## config.mk

```make
export PLATFORM = sky130hd
export DESIGN_NAME = lockin_sequencer
export DESIGN_NICKNAME = d
export VERILOG_FILES = /design/src/rtl/lockin_pkg.sv /design/src/rtl/lockin_watchdog.sv /design/src/rtl/lockin_sequencer.sv
export SDC_FILE = /design/constraint.sdc
export NUM_CORES = 1
export LEC_CHECK = 0
export BUFFER_PORTS_ARGS = -buffer_cell sky130_fd_sc_hd__buf_2
export CAP_MARGIN = 40
export CORE_MARGIN = 2
export CORE_UTILIZATION = 40
export CTS_BUF_LIST = sky130_fd_sc_hd__clkbuf_4 sky130_fd_sc_hd__clkbuf_8 sky130_fd_sc_hd__clkbuf_16
export DETAILED_ROUTE_END_ITERATION = 12
export PLACE_DENSITY = 0.75
export SETUP_SLACK_MARGIN = 0.05
export SKIP_LAST_GASP = 1
export SLEW_MARGIN = 0
export SYNTH_ARGS = -nofsm -noshare
export SYNTH_HDL_FRONTEND = slang
export SYNTH_SLANG_ARGS = --single-unit
```

## constraint.sdc

```tcl
create_clock -name clk -period 3.9 [get_ports clk]
set_input_delay 0 -clock clk [delete_from_list [all_inputs] [get_ports clk]]
set_output_delay 0 -clock clk [all_outputs]
set_load 0.02 [all_outputs]
```

## src/rtl/lockin_pkg.sv

```systemverilog
// lockin_pkg: shared types and default widths for the lock-in sequencer.
//   state_e      sequencer FSM states
//   Q_SUMAS_DEF  default width of the lock-in phase/quadrature results
//   TIMEOUT_W    width of the RUN-state watchdog counter
//   CLR_W        width of the CLEAR-state cycle counter (CLR_CYCLES up to 15)
package lockin_pkg;

  localparam int unsigned Q_SUMAS_DEF = 32;
  localparam int unsigned TIMEOUT_W   = 16;
  localparam int unsigned CLR_W       = 4;

  typedef enum logic [2:0] {
    StIdle,
    StClear,
    StArm,
    StRun,
    StCapture,
    StHold
  } state_e;

endpackage

```

## src/rtl/lockin_watchdog.sv

```systemverilog
// lockin_watchdog: counts enabled cycles and flags expiry on the LIMIT-th one.
//   clk      system clock
//   reset_n  asynchronous active-low reset
//   clear    zero the counter (has priority over enable)
//   enable   count this cycle
//   expired  high during the LIMIT-th consecutive enabled cycle
module lockin_watchdog
  import lockin_pkg::*;
#(
  parameter int unsigned LIMIT = 65535
) (
  input  logic clk,
  input  logic reset_n,
  input  logic clear,
  input  logic enable,
  output logic expired
);

  logic [TIMEOUT_W-1:0] cnt_q, cnt_d;

  assign expired = enable && !clear && (cnt_q == TIMEOUT_W'(LIMIT - 1));

  always_comb begin
    cnt_d = cnt_q;
    if (clear) begin
      cnt_d = '0;
    end else if (enable && !expired) begin
      cnt_d = cnt_q + TIMEOUT_W'(1);
    end
  end

  always_ff @(posedge clk or negedge reset_n) begin
    if (!reset_n) begin
      cnt_q <= '0;
    end else begin
      cnt_q <= cnt_d;
    end
  end

endmodule

```

## src/rtl/lockin_sequencer.sv

```systemverilog
// lockin_sequencer: runs one lock-in measurement per start request.
// Clears the lock-in datapath, waits for a trigger-aligned sample, forwards samples until the
// datapath reports done, then captures and holds the phase/quadrature results until acked.
// Optional feature: define LOCKIN_SEQ_TIMEOUT_EN to add a RUN-state watchdog (lockin_watchdog).
// Ports:
//   clk, reset_n                 clock, asynchronous active-low reset
//   start, abort                 measurement request / cancel
//   trig, adc_valid              phase-zero marker, ADC sample strobe
//   lockin_rst_n, lockin_x_valid reset and gated sample strobe to the lock-in datapath
//   lockin_done                  datapath result valid (level)
//   lockin_fase, lockin_cuad     datapath accumulators
//   res_fase, res_cuad           captured results
//   res_valid, res_ack           result handshake
//   busy, timeout_err            not-idle status, sticky watchdog-expiry flag
module lockin_sequencer
  import lockin_pkg::*;
#(
  parameter int unsigned Q_sumas        = Q_SUMAS_DEF,
  parameter int unsigned CLR_CYCLES     = 2,
  parameter int unsigned TIMEOUT_CYCLES = 65535
) (
  input  logic                      clk,
  input  logic                      reset_n,
  input  logic                      start,
  input  logic                      abort,
  input  logic                      trig,
  input  logic                      adc_valid,
  output logic                      lockin_rst_n,
  output logic                      lockin_x_valid,
  input  logic                      lockin_done,
  input  logic signed [Q_sumas-1:0] lockin_fase,
  input  logic signed [Q_sumas-1:0] lockin_cuad,
  output logic signed [Q_sumas-1:0] res_fase,
  output logic signed [Q_sumas-1:0] res_cuad,
  output logic                      res_valid,
  input  logic                      res_ack,
  output logic                      busy,
  output logic                      timeout_err
);

  state_e                    state_q, state_d;
  logic [CLR_W-1:0]          clr_cnt_q, clr_cnt_d;
  logic signed [Q_sumas-1:0] res_fase_q, res_cuad_q;
  logic                      res_valid_q;
  logic                      capture;
  logic                      wd_expired;

`ifdef LOCKIN_SEQ_TIMEOUT_EN
  logic timeout_err_q, timeout_err_d;

  lockin_watchdog #(
    .LIMIT(TIMEOUT_CYCLES)
  ) u_watchdog (
    .clk    (clk),
    .reset_n(reset_n),
    .clear  (state_q != StRun),
    .enable (state_q == StRun),
    .expired(wd_expired)
  );

  always_comb begin
    timeout_err_d = timeout_err_q;
    if (state_q == StIdle && start) begin
      timeout_err_d = 1'b0;
    end else if (state_q == StRun && wd_expired && !lockin_done && !abort) begin
      timeout_err_d = 1'b1;
    end
  end

  always_ff @(posedge clk or negedge reset_n) begin
    if (!reset_n) begin
      timeout_err_q <= 1'b0;
    end else begin
      timeout_err_q <= timeout_err_d;
    end
  end

  assign timeout_err = timeout_err_q;
`else
  logic unused_timeout;
  assign unused_timeout = ^TIMEOUT_CYCLES;
  assign wd_expired     = 1'b0;
  assign timeout_err    = 1'b0;
`endif

  always_comb begin
    state_d        = state_q;
    clr_cnt_d      = '0;
    lockin_rst_n   = 1'b1;
    lockin_x_valid = 1'b0;
    capture        = 1'b0;
    unique case (state_q)
      StIdle: begin
        lockin_rst_n = 1'b0;
        if (start) state_d = StClear;
      end
      StClear: begin
        lockin_rst_n = 1'b0;
        if (clr_cnt_q == CLR_W'(CLR_CYCLES - 1)) begin
          state_d = StArm;
        end else begin
          clr_cnt_d = clr_cnt_q + CLR_W'(1);
        end
      end
      StArm: begin
        // The trigger-aligned sample is the first one the datapath sees.
        if (trig && adc_valid && !abort) begin
          lockin_x_valid = 1'b1;
          state_d        = StRun;
        end
      end
      StRun: begin
        if (lockin_done) begin
          state_d = StCapture;
          capture = 1'b1;
        end else begin
          lockin_x_valid = adc_valid;
          if (wd_expired) state_d = StIdle;
        end
      end
      StCapture: state_d = StHold;
      StHold: begin
        if (res_ack) state_d = StIdle;
      end
      default: state_d = StIdle;
    endcase
    if (abort && state_q != StIdle) begin
      state_d   = StIdle;
      clr_cnt_d = '0;
      capture   = 1'b0;
    end
  end

  always_ff @(posedge clk or negedge reset_n) begin
    if (!reset_n) begin
      state_q     <= StIdle;
      clr_cnt_q   <= '0;
      res_fase_q  <= '0;
      res_cuad_q  <= '0;
      res_valid_q <= 1'b0;
    end else begin
      state_q     <= state_d;
      clr_cnt_q   <= clr_cnt_d;
      // Results are taken on the edge that enters CAPTURE so res_valid follows done by one cycle.
      if (capture) begin
        res_fase_q <= lockin_fase;
        res_cuad_q <= lockin_cuad;
      end
      res_valid_q <= (state_d == StCapture) || (state_d == StHold);
    end
  end

  assign res_fase  = res_fase_q;
  assign res_cuad  = res_cuad_q;
  assign res_valid = res_valid_q;
  assign busy      = (state_q != StIdle);

endmodule
```

==> metrics.txt <==
EDFF count, synth 0; Synth Instances 186; Net Sw Frac 0.383; area of the multi-input gates 967 um^2; drc violations 0; cells taking the most area after synthesis dfrtp_1 (63%), mux2_2 (20%), mux2_1 (5.1%); post-DP HPWL 4020 um; crit path max fanout 64; std cell rows 30; fin nets 471; PwrDens 703 nW/um^2; Top FF cell, synth dfrtp_1; Pins Over Slew Limit 0; HP Start adc_valid; Unique masters post-synth 28; Int Pwr 1.94 mW; Max Root-Sink Buffers 2; Worst Path Arrival 2600 ps; initial antenna violation count 0; Clock Latency Late Sink 330 ps; post-synth top area cell dfrtp_1; post-synthesis cell area 2860 um^2; Post-CTS Resized 0; WHS Endpoint state_q[0]; CP Class reg2reg; Worst path max stage delay 640 ps; setup_tns 0 ps; CP startpoint kind flip-flop; fill count 515; I/O Pins 141; layout cell share with drive strength beyond 1 0.527; RR Startpoint clr_cnt_q[1]; CTS tree built; synthesis-to-finish area growth 56.4%; drt total wl 6640 um; ANT cells 0; hold crit path type in2reg; clock share of power 0.166; Yosys reg bits 72; Reg2Reg Depth 7; Root Buffer clkbuf_8; Seq/Total Area, Yosys 0.630; first-pass GRT wire length 10400 um; outcome completed; die width 88.6 um; Fin. Hold Viols 0; Max Freq 420 MHz; # port buffers 139; fin crit share 0.611; Final Skew 9.85 ps; DR vias 2210; Cell Chain, Critical Path inv_1, ha_1, nor3b_2, nor3b_1, nor4_4, buf_4, mux2_2; post-CTS setup buffers 0; cell with the most instances after synthesis dfrtp_1; Syn Nets 260; DIE AREA 7840 um^2; Routability Congestion 0.807; Synth Warn # 0; largest net degree at the start of global routing 65; Initial Utilization 0.416; # setup viols final 0; RSZ-0062 raised after global routing no; Clock Sinks 72; clock slew at reported path FFs 70 ps; CP required 4110 ps; vias per inst 4.44; relative slew slack 0.462; Yosys top cell area share 0.630; top post-synthesis cells by count dfrtp_1 (72), mux2_2 (51), mux2_1 (13); grt ovf 0; Comb pwr share 0.429; DRT antenna net count 0; Post-synth ARST share 1.00; Seq pwr share 0.405; critical-path cell with the highest stage delay buf_4; NetSw 1.20 mW; dpl cells 415; All-Layer GR Usage 0.176; cts bufs inserted 9; Max-Cap Viols 0; Seq. cell area 1800 um^2; flop-to-flop setup slack 1520 ps; worst slew pin tran 807 ps; Starting DRT DRC Count 36; min Tclk post-route 2380 ps; H-tree depth 3; Core Region 6870 um^2; Worst Hold Depth 4; Worst setup EP type flip-flop; Detailed Routing Iterations Pass 1 4; R2R Path End res_fase[24]; vias in the first global route 2269; final std cells w/o fill 498; DIE HEIGHT 88.6 um; static leakage 2.37 nW; Avg Inst Size Synth 15.4 um^2; routed len/inst 13.3 um; peak supply drop 0.000382 V
## power groups by stage
stage / Sequential (mW) / Combinational [mW] / Clock, mW
2_1_floorplan: 1.68 / 0.419 / 0
3_3_place_gp: 1.27 / 1.27 / 0
3_5_place_dp: 1.28 / 1.30 / 0
4_1_cts: 1.27 / 1.36 / 0.547
5_1_grt: 1.32 / 1.45 / 0.577
6_report: 1.27 / 1.35 / 0.521
## how the worst max path moves through the flow
stage,endpoint,startpoint,cells past startpoint,slack (ps)
2_1_floorplan,res_fase[12],clr_cnt_q[1],7,1820
5_1_grt,res_cuad[14],clr_cnt_q[1],7,1380
3_5_place_dp,res_cuad[14],clr_cnt_q[1],7,1510
4_1_cts,res_cuad[14],clr_cnt_q[1],7,1510
3_3_place_gp,res_fase[5],clr_cnt_q[1],7,1590
6_report,res_fase[24],clr_cnt_q[1],7,1520
## per-stage QoR
step | util | power, mW | cell area, um^2 | hold slack (ps) | setup slack, ps
global route | 0.651 | 3.35 | 4470 | 71.0 | 1380
floorplan | - | 2.10 | 2860 | -296 | 1820
global placement | 0.525 | 2.54 | 3610 | 174 | 1590
detailed placement | 0.528 | 2.58 | 3630 | -34.2 | 1510
finish | 0.651 | 3.15 | 4470 | 69.8 | 1520
CTS | 0.651 | 3.17 | 4470 | 45.9 | 1510
## flip-flops by register name (all words and copies together), names as in the netlist
signal     count
res_cuad      32
res_fase      32
clr_cnt_q      4
state_q        3
res_valid      1
## cell type report
class / count / area share
clock inverter: 3 / 0.00391
multi-input combinational: 103 / 0.216
clock buffer: 13 / 0.0358
timing repair buffer: 208 / 0.312
inverter: 3 / 0.00252
sequential: 72 / 0.403
tap: 96 / 0.0268
## worst max-delay path: cells and delay by family, from the launching register on
| kind | cells | cell delay [ps] |
|---|---|---|
| fa+ha+maj | 1 | 120 |
| mux | 1 | 430 |
| flops | 1 | 400 |
| buf+inv | 2 | 700 |
| simple gates | 3 | 560 |
## what timing repair did
item                       4_1_cts  5_1_grt
setup endpoints to repair        0        0
hold buffers                    67        0
hold endpoints to repair       139        0
## cells by family after synthesis
family,after synthesis,share of synthesized area
flip-flops,72,0.630
XOR/XNOR,2,0.00613
other,1,0.00131
AND/OR/NAND/NOR,26,0.0525
AO/OA/AOI/OAI,8,0.0175
buffers and inverters,11,0.0319
multiplexers,64,0.252
adder cells (fa/ha/maj),2,0.00875
## per-layer routing
layer,global-route usage,part of all wire,up-vias
met1,0.203,0.41,1027
li1,-,-,1067
met4,0.0950,0.027,0
met3,0.0429,0.071,18
met2,0.301,0.50,98
met5,0,0,-
## cells in the final DEF (no fill, tap or decap), types with 2 or more instances in the layout
| cell | n |
|---|---|
| nor2_1 | 10 |
| dfrtp_1 | 72 |
| nand2_1 | 4 |
| dlygate4sd3_1 | 67 |
| nand3_1 | 2 |
| nor2b_1 | 2 |
| a21oi_1 | 4 |
| ha_1 | 2 |
| buf_4 | 2 |
| clkbuf_8 | 10 |
| clkbuf_4 | 3 |
| buf_2 | 138 |
| mux2_1 | 13 |
| clkinv_2 | 2 |
| inv_1 | 3 |
| mux2_2 | 51 |
Note: power is estimated with default switching activity, not from simulation.
